$ cat src/rtl/timer_pkg.sv
// Shared register map, CTRL/STATUS bit positions and byte-strobe merge helper
// for the iomem timer/PWM peripheral.
package timer_pkg;

  // Word offsets, compared against iomem_addr[7:2]
  localparam logic [5:0] OFF_CTRL   = 6'h00;
  localparam logic [5:0] OFF_PRESC  = 6'h01;
  localparam logic [5:0] OFF_COUNT  = 6'h02;
  localparam logic [5:0] OFF_CMP    = 6'h03;
  localparam logic [5:0] OFF_STATUS = 6'h04;
  localparam logic [5:0] OFF_DUTY   = 6'h05;

  localparam int CTRL_EN      = 0;
  localparam int CTRL_AR      = 1;
  localparam int CTRL_IE      = 2;
  localparam int STATUS_MATCH = 0;

  function automatic logic [31:0] apply_strb(input logic [31:0] old,
                                             input logic [31:0] wd,
                                             input logic [3:0]  strb);
    logic [31:0] r;
    for (int b = 0; b < 4; b++)
      r[8*b +: 8] = strb[b] ? wd[8*b +: 8] : old[8*b +: 8];
    return r;
  endfunction

endpackage

$ cat src/rtl/timer_prescaler.sv
// Prescaler: free-runs while enabled and emits one tick every PRESC+1 cycles.
module timer_prescaler (
  input  logic        clk,
  input  logic        reset,
  input  logic        en,
  input  logic        clr,
  input  logic [31:0] presc,
  output logic        tick
);

  logic [31:0] pcnt;

  assign tick = en && (pcnt == presc);

  always_ff @(posedge clk) begin
    if (reset)     pcnt <= '0;
    else if (clr)  pcnt <= '0;
    else if (en)   pcnt <= tick ? '0 : pcnt + 32'd1;
  end

endmodule

$ cat src/rtl/iomem_timer.sv
// Timer/PWM peripheral on the iomem bus: one-wait-state register access,
// prescaled compare counter with one-shot/auto-reload, PWM and level irq.
module iomem_timer
  import timer_pkg::*;
#(
  parameter logic [31:0] BASE_ADDR = 32'h0300_0000
) (
  input  logic        clk,
  input  logic        reset,
  input  logic        iomem_valid,
  output logic        iomem_ready,
  input  logic [3:0]  iomem_wstrb,
  input  logic [31:0] iomem_addr,
  input  logic [31:0] iomem_wdata,
  output logic [31:0] iomem_rdata,
  output logic        irq,
  output logic        pwm_out
);

  logic        sel, acc, wr;
  logic [5:0]  off;
  logic [2:0]  ctrl, ctrl_nxt;
  logic [31:0] presc, count, cmp, duty, rmux;
  logic        match, tick, clr, is_match;
  logic        wr_ctrl, wr_presc, wr_count, wr_cmp, wr_status, wr_duty;
  logic        unused_addr_lsb;

  assign unused_addr_lsb = &{1'b0, iomem_addr[1:0]};

  assign sel = iomem_valid && (iomem_addr[31:8] == BASE_ADDR[31:8]);
  assign acc = sel && !iomem_ready;
  assign wr  = acc && (|iomem_wstrb);
  assign off = iomem_addr[7:2];

  assign wr_ctrl   = wr && (off == OFF_CTRL);
  assign wr_presc  = wr && (off == OFF_PRESC);
  assign wr_count  = wr && (off == OFF_COUNT);
  assign wr_cmp    = wr && (off == OFF_CMP);
  assign wr_status = wr && (off == OFF_STATUS);
  assign wr_duty   = wr && (off == OFF_DUTY);

  assign ctrl_nxt = iomem_wstrb[0] ? iomem_wdata[2:0] : ctrl;
  // Restart the prescaler phase whenever the timer is freshly enabled
  assign clr      = wr_ctrl && !ctrl[CTRL_EN] && ctrl_nxt[CTRL_EN];
  assign is_match = (count == cmp);
  assign irq      = match && ctrl[CTRL_IE];

  timer_prescaler u_presc (
    .clk   (clk),
    .reset (reset),
    .en    (ctrl[CTRL_EN]),
    .clr   (clr),
    .presc (presc),
    .tick  (tick)
  );

  always_comb begin
    rmux = '0;
    case (off)
      OFF_CTRL:   rmux = {29'b0, ctrl};
      OFF_PRESC:  rmux = presc;
      OFF_COUNT:  rmux = count;
      OFF_CMP:    rmux = cmp;
      OFF_STATUS: rmux = {31'b0, match};
      OFF_DUTY:   rmux = duty;
      default:    rmux = '0;
    endcase
  end

  always_ff @(posedge clk) begin
    if (reset) begin
      iomem_ready <= 1'b0;
      iomem_rdata <= '0;
      ctrl        <= '0;
      presc       <= '0;
      count       <= '0;
      cmp         <= '0;
      match       <= 1'b0;
      duty        <= '0;
      pwm_out     <= 1'b0;
    end else begin
      iomem_ready <= acc;
      iomem_rdata <= (acc && !(|iomem_wstrb)) ? rmux : '0;

      // Ordering matters: W1C before the tick so a same-cycle match wins,
      // tick before bus writes so COUNT/CTRL writes win over the tick.
      if (wr_status && iomem_wstrb[0] && iomem_wdata[STATUS_MATCH])
        match <= 1'b0;

      if (tick) begin
        if (is_match) begin
          count <= '0;
          match <= 1'b1;
          if (!ctrl[CTRL_AR]) ctrl[CTRL_EN] <= 1'b0;
        end else begin
          count <= count + 32'd1;
        end
      end

      if (wr_ctrl)  ctrl  <= ctrl_nxt;
      if (wr_presc) presc <= apply_strb(presc, iomem_wdata, iomem_wstrb);
      if (wr_count) count <= apply_strb(count, iomem_wdata, iomem_wstrb);
      if (wr_cmp)   cmp   <= apply_strb(cmp,   iomem_wdata, iomem_wstrb);
      if (wr_duty)  duty  <= apply_strb(duty,  iomem_wdata, iomem_wstrb);

      pwm_out <= ctrl[CTRL_EN] && (count < duty);
    end
  end

endmodule

$ cat config.mk
export PLATFORM = sky130hd
export DESIGN_NAME = iomem_timer
export DESIGN_NICKNAME = d
export VERILOG_FILES = /design/src/rtl/timer_pkg.sv /design/src/rtl/timer_prescaler.sv /design/src/rtl/iomem_timer.sv
export SDC_FILE = /design/constraint.sdc
export NUM_CORES = 1
export LEC_CHECK = 0
export ABC_CLOCK_PERIOD_IN_PS = 3960
export CORE_MARGIN = 2
export CORE_UTILIZATION = 25
export CTS_CLUSTER_SIZE = 28
export DETAILED_ROUTE_END_ITERATION = 10
export GPL_TIMING_DRIVEN = 0
export PLACE_DENSITY_LB_ADDON = 0.15
export RECOVER_POWER = 25
export SLEW_MARGIN = 20
export SYNTH_ARGS = -nofsm -noshare
export SYNTH_HDL_FRONTEND = slang
export SYNTH_SLANG_ARGS = --single-unit
export TNS_END_PERCENT = 20
$ cat constraint.sdc
create_clock -name clk -period 3.96 [get_ports clk]
set_clock_uncertainty 0.1 [all_clocks]
set_input_delay 0.594 -clock clk [delete_from_list [all_inputs] [get_ports clk]]
set_output_delay 0.594 -clock clk [all_outputs]
set_load 0.01 [all_outputs]
==> summary.md <==
| Metric | Value |
|---|---|
| Sequential-to-total area share from yosys stat | 0.385 |
| Hold violation count in the final report | 0 |
| Primary FF master, synth | dfxtp_1 |
| Total number of vias | 10000 |
| Final net count | 1529 |
| Total Power | 3.93 mW |
| Final Util | 0.308 |
| Clk_lat worst skew | 0.46 ns |
| Die Y-Extent | 207 microns |
| Fin. max-slew vios | 0 |
| Post-synth EDFFs | 0 |
| # setup viols final | 0 |
| Synth cell types | 58 |
| Fmax | 0.273 GHz |
| Top cell by count, worst path | clkbuf_1 |
| Top delay family on crit path | buffers and inverters |
| Slew Limit Headroom | 0.328 |
| Die area | 42900 sq um |
| Net count after synthesis | 1408 |
| Setup crit end kind | flop |
| CP Data Arrival Time | 3.90 ns |
| Synthesis Warnings | 0 |
| Status | finished clean |
| DR pass1 iterations | 9 |
| Synth async-reset ratio | 0 |
| Total GRT Usage | 0.194 |
| Clock Sinks | 198 |
| Share of layout cells above drive strength 1 | 0.0598 |
| Core Area | 40700 sq um |
| Fraction of the mapped netlist area in simple logic gates | 0.268 |
| Die W | 207 microns |
| TritonCTS clock tree | yes |
| CP max stage delay | 0.80 ns |
| CTS Hold Bufs | 0 |
| CP Class | input port to flop |
| Routed WL per cell | 21.5 microns |
| Post-synthesis mux area share | 0.00413 |
| Vias in the first global route | 9557 |
| CP Launch Type | input port |
| Critical-path cell list | dlygate4sd3_1 > nor4_1 > and3b_1 > clkbuf_1 > clkbuf_1 > a222oi_1 > a21oi_1 |
| Post-CTS repair timing setup buffer count | 0 |
| Largest net degree at the start of global routing | 17 |
| P&R area growth vs syn | 21.8% |
| Cell count after synthesis | 1304 |
| Area fraction in compound gates after synthesis | 0.167 |
| Peak supply drop | 0.194 mV |
| RSZ-0062 raised after global routing | false |
| First-pass GRT wire length | 62400 microns |
| Mapped cell area | 10300 sq um |
| CP required | 4.20 ns |
| DR iter-0 viols | 1027 |
| Tmin final | 3.66 ns |
| Post-synthesis adder-cell area fraction | 0.0401 |
| Ports | 106 |
| Hold Path Class | flop to flop |
| GRT overflow | 0 |
| Clock buffer depth | 2 |
| Post-cts sizing count | 0 |
| Worst-path fanout max | 10 |
| LEAKAGE | 4.32 nW |
| Root Buffer Master | clkbuf_16 |
| Pwr/cell area | 313 nW/um^2 |
| Xor/xnor share of the synthesized area | 0.0875 |
| Final ANT Viol Nets | 0 |
| Port buffer count | 102 |
| Diode count | 0 |
| Syn avg cell area | 7.90 sq um |
| Period utilization | 0.924 |
| Num CTS Buffers | 17 |
| Setup TNS | 0 ns |
| Initial antenna violation count | 0 |
| Routed wire length | 42300 microns |
| Residual DRC | 0 |
| Slowest cell on the critical path | nor4_1 |
| CTS clk-pin slew, worst paths | 0.07 ns |
| Worst-Margin Slew | 1.01 ns |
| Max cap viols | 0 |
| Half-perimeter wire length after placement | 32300 microns |
| Hold WS | 0.369 ns |
| Effective utilization at floorplan | 0.253 |
| Gpl congestion | 0.889 |
| Via density | 5.10 |
| Core Rows | 74 |
| Largest family of logic cells by synthesized area | simple AND/OR/NAND/NOR gates |
| CP bufs+invs | 3 |
| CTS H-tree lvls | 4 |
| Yosys reg bits | 198 |
through the flow:
stage | cell area, sq um | setup WS (ns) | cells
6_report | 12500 | 0.302 | 1969
5_1_grt | 12500 | 0.240 | 1969
4_1_cts | 12600 | 0.521 | 1969
3_5_place_dp | 12000 | 0.117 | 1938
3_3_place_gp | 12000 | 0.0765 | 1938
2_1_floorplan | 10300 | 1.42 | 1304
sequential cells by signal, indices dropped and copies added, names as in the netlist:
register / cells
iomem_rdata: 32
duty: 32
iomem_ready: 1
cmp: 32
ctrl: 3
count: 32
presc: 32
match: 1
pwm_out: 1
u_presc.pcnt: 32
worst paths after layout:
path         slack [ns]              end  cells after the start          start
max                0.30  iomem_rdata[31]                      7  iomem_addr[3]
min                0.37         duty[24]                      2       duty[24]
max reg2reg        0.66        count[21]                      9       count[1]
min reg2reg        0.37         duty[24]                      2       duty[24]
per-layer routing:
layer  vias up  GRT usage  routed length [microns]
met5         -          0                        0
met4         0     0.0574                      920
met3        48     0.0415                     3120
met2       399      0.313                    19400
met1      4796      0.260                    18900
li1       4791          -                        -
cells in the mapped netlist, types with 32 or more instances:
master	count	area [sq um]
dfxtp_1	198	3960
nand3_1	40	200
inv_1	41	154
xor2_1	53	464
nor2_1	68	255
xnor2_1	50	438
and2_1	34	213
clkbuf_1	46	173
a21oi_1	157	786
ha_1	33	413
nand2_1	284	1070
nand4_1	32	200
area by class of cell:
| class | instances | area (sq um) |
|---|---|---|
| clock buffers | 19 | 433 |
| multi-input cells | 986 | 5830 |
| plain buffers | 79 | 353 |
| clock inverters | 12 | 130 |
| flip-flops and latches | 198 | 3960 |
| fillers | 4388 | 28200 |
| inverters | 41 | 154 |
| repair buffers | 102 | 1020 |
| well taps | 532 | 666 |
cell families after synthesis:
logic type / count (synthesis)
buf+inv: 120
xor+xnor: 103
fa+ha+maj: 33
mux: 3
compound gates: 277
simple gates: 570
flops: 198
cells in the final DEF, fill, tap and decap left out, types with 5 or more instances in the layout:
master	n
nand2_1	284
dfxtp_1	198
a21oi_1	157
nor2_1	68
clkdlybuf4s50_1	64
xor2_1	53
xnor2_1	50
clkbuf_1	48
inv_1	41
nand3_1	40
dlygate4sd3_1	38
ha_1	33
and2_1	32
nand4_1	32
a222oi_1	29
nor4_1	27
buf_2	25
nor3_1	22
o21ai_1	20
o21ai_0	18
clkbuf_16	17
a21o_1	13
nor3b_1	12
and3_1	10
a211oi_1	9
o41ai_1	8
buf_4	6
a221oi_2	5
a22oi_1	5
power breakdown:
part,switching (mW),internal [mW]
Combinational,0.105,0.0704
Clock,0.838,0.929
Sequential,0.000000000776,1.99
worst register-to-register path, delay by kind of cell (launching register included):
family	cells	cell delay [ns]
DFF	1	0.47
xor gates and xnor gates	1	0.20
AOI/OAI and AO/OA	2	0.25
buffers and inverters	2	0.99
and+or+nand+nor	4	1.14
(Power assumes the default switching activity.)
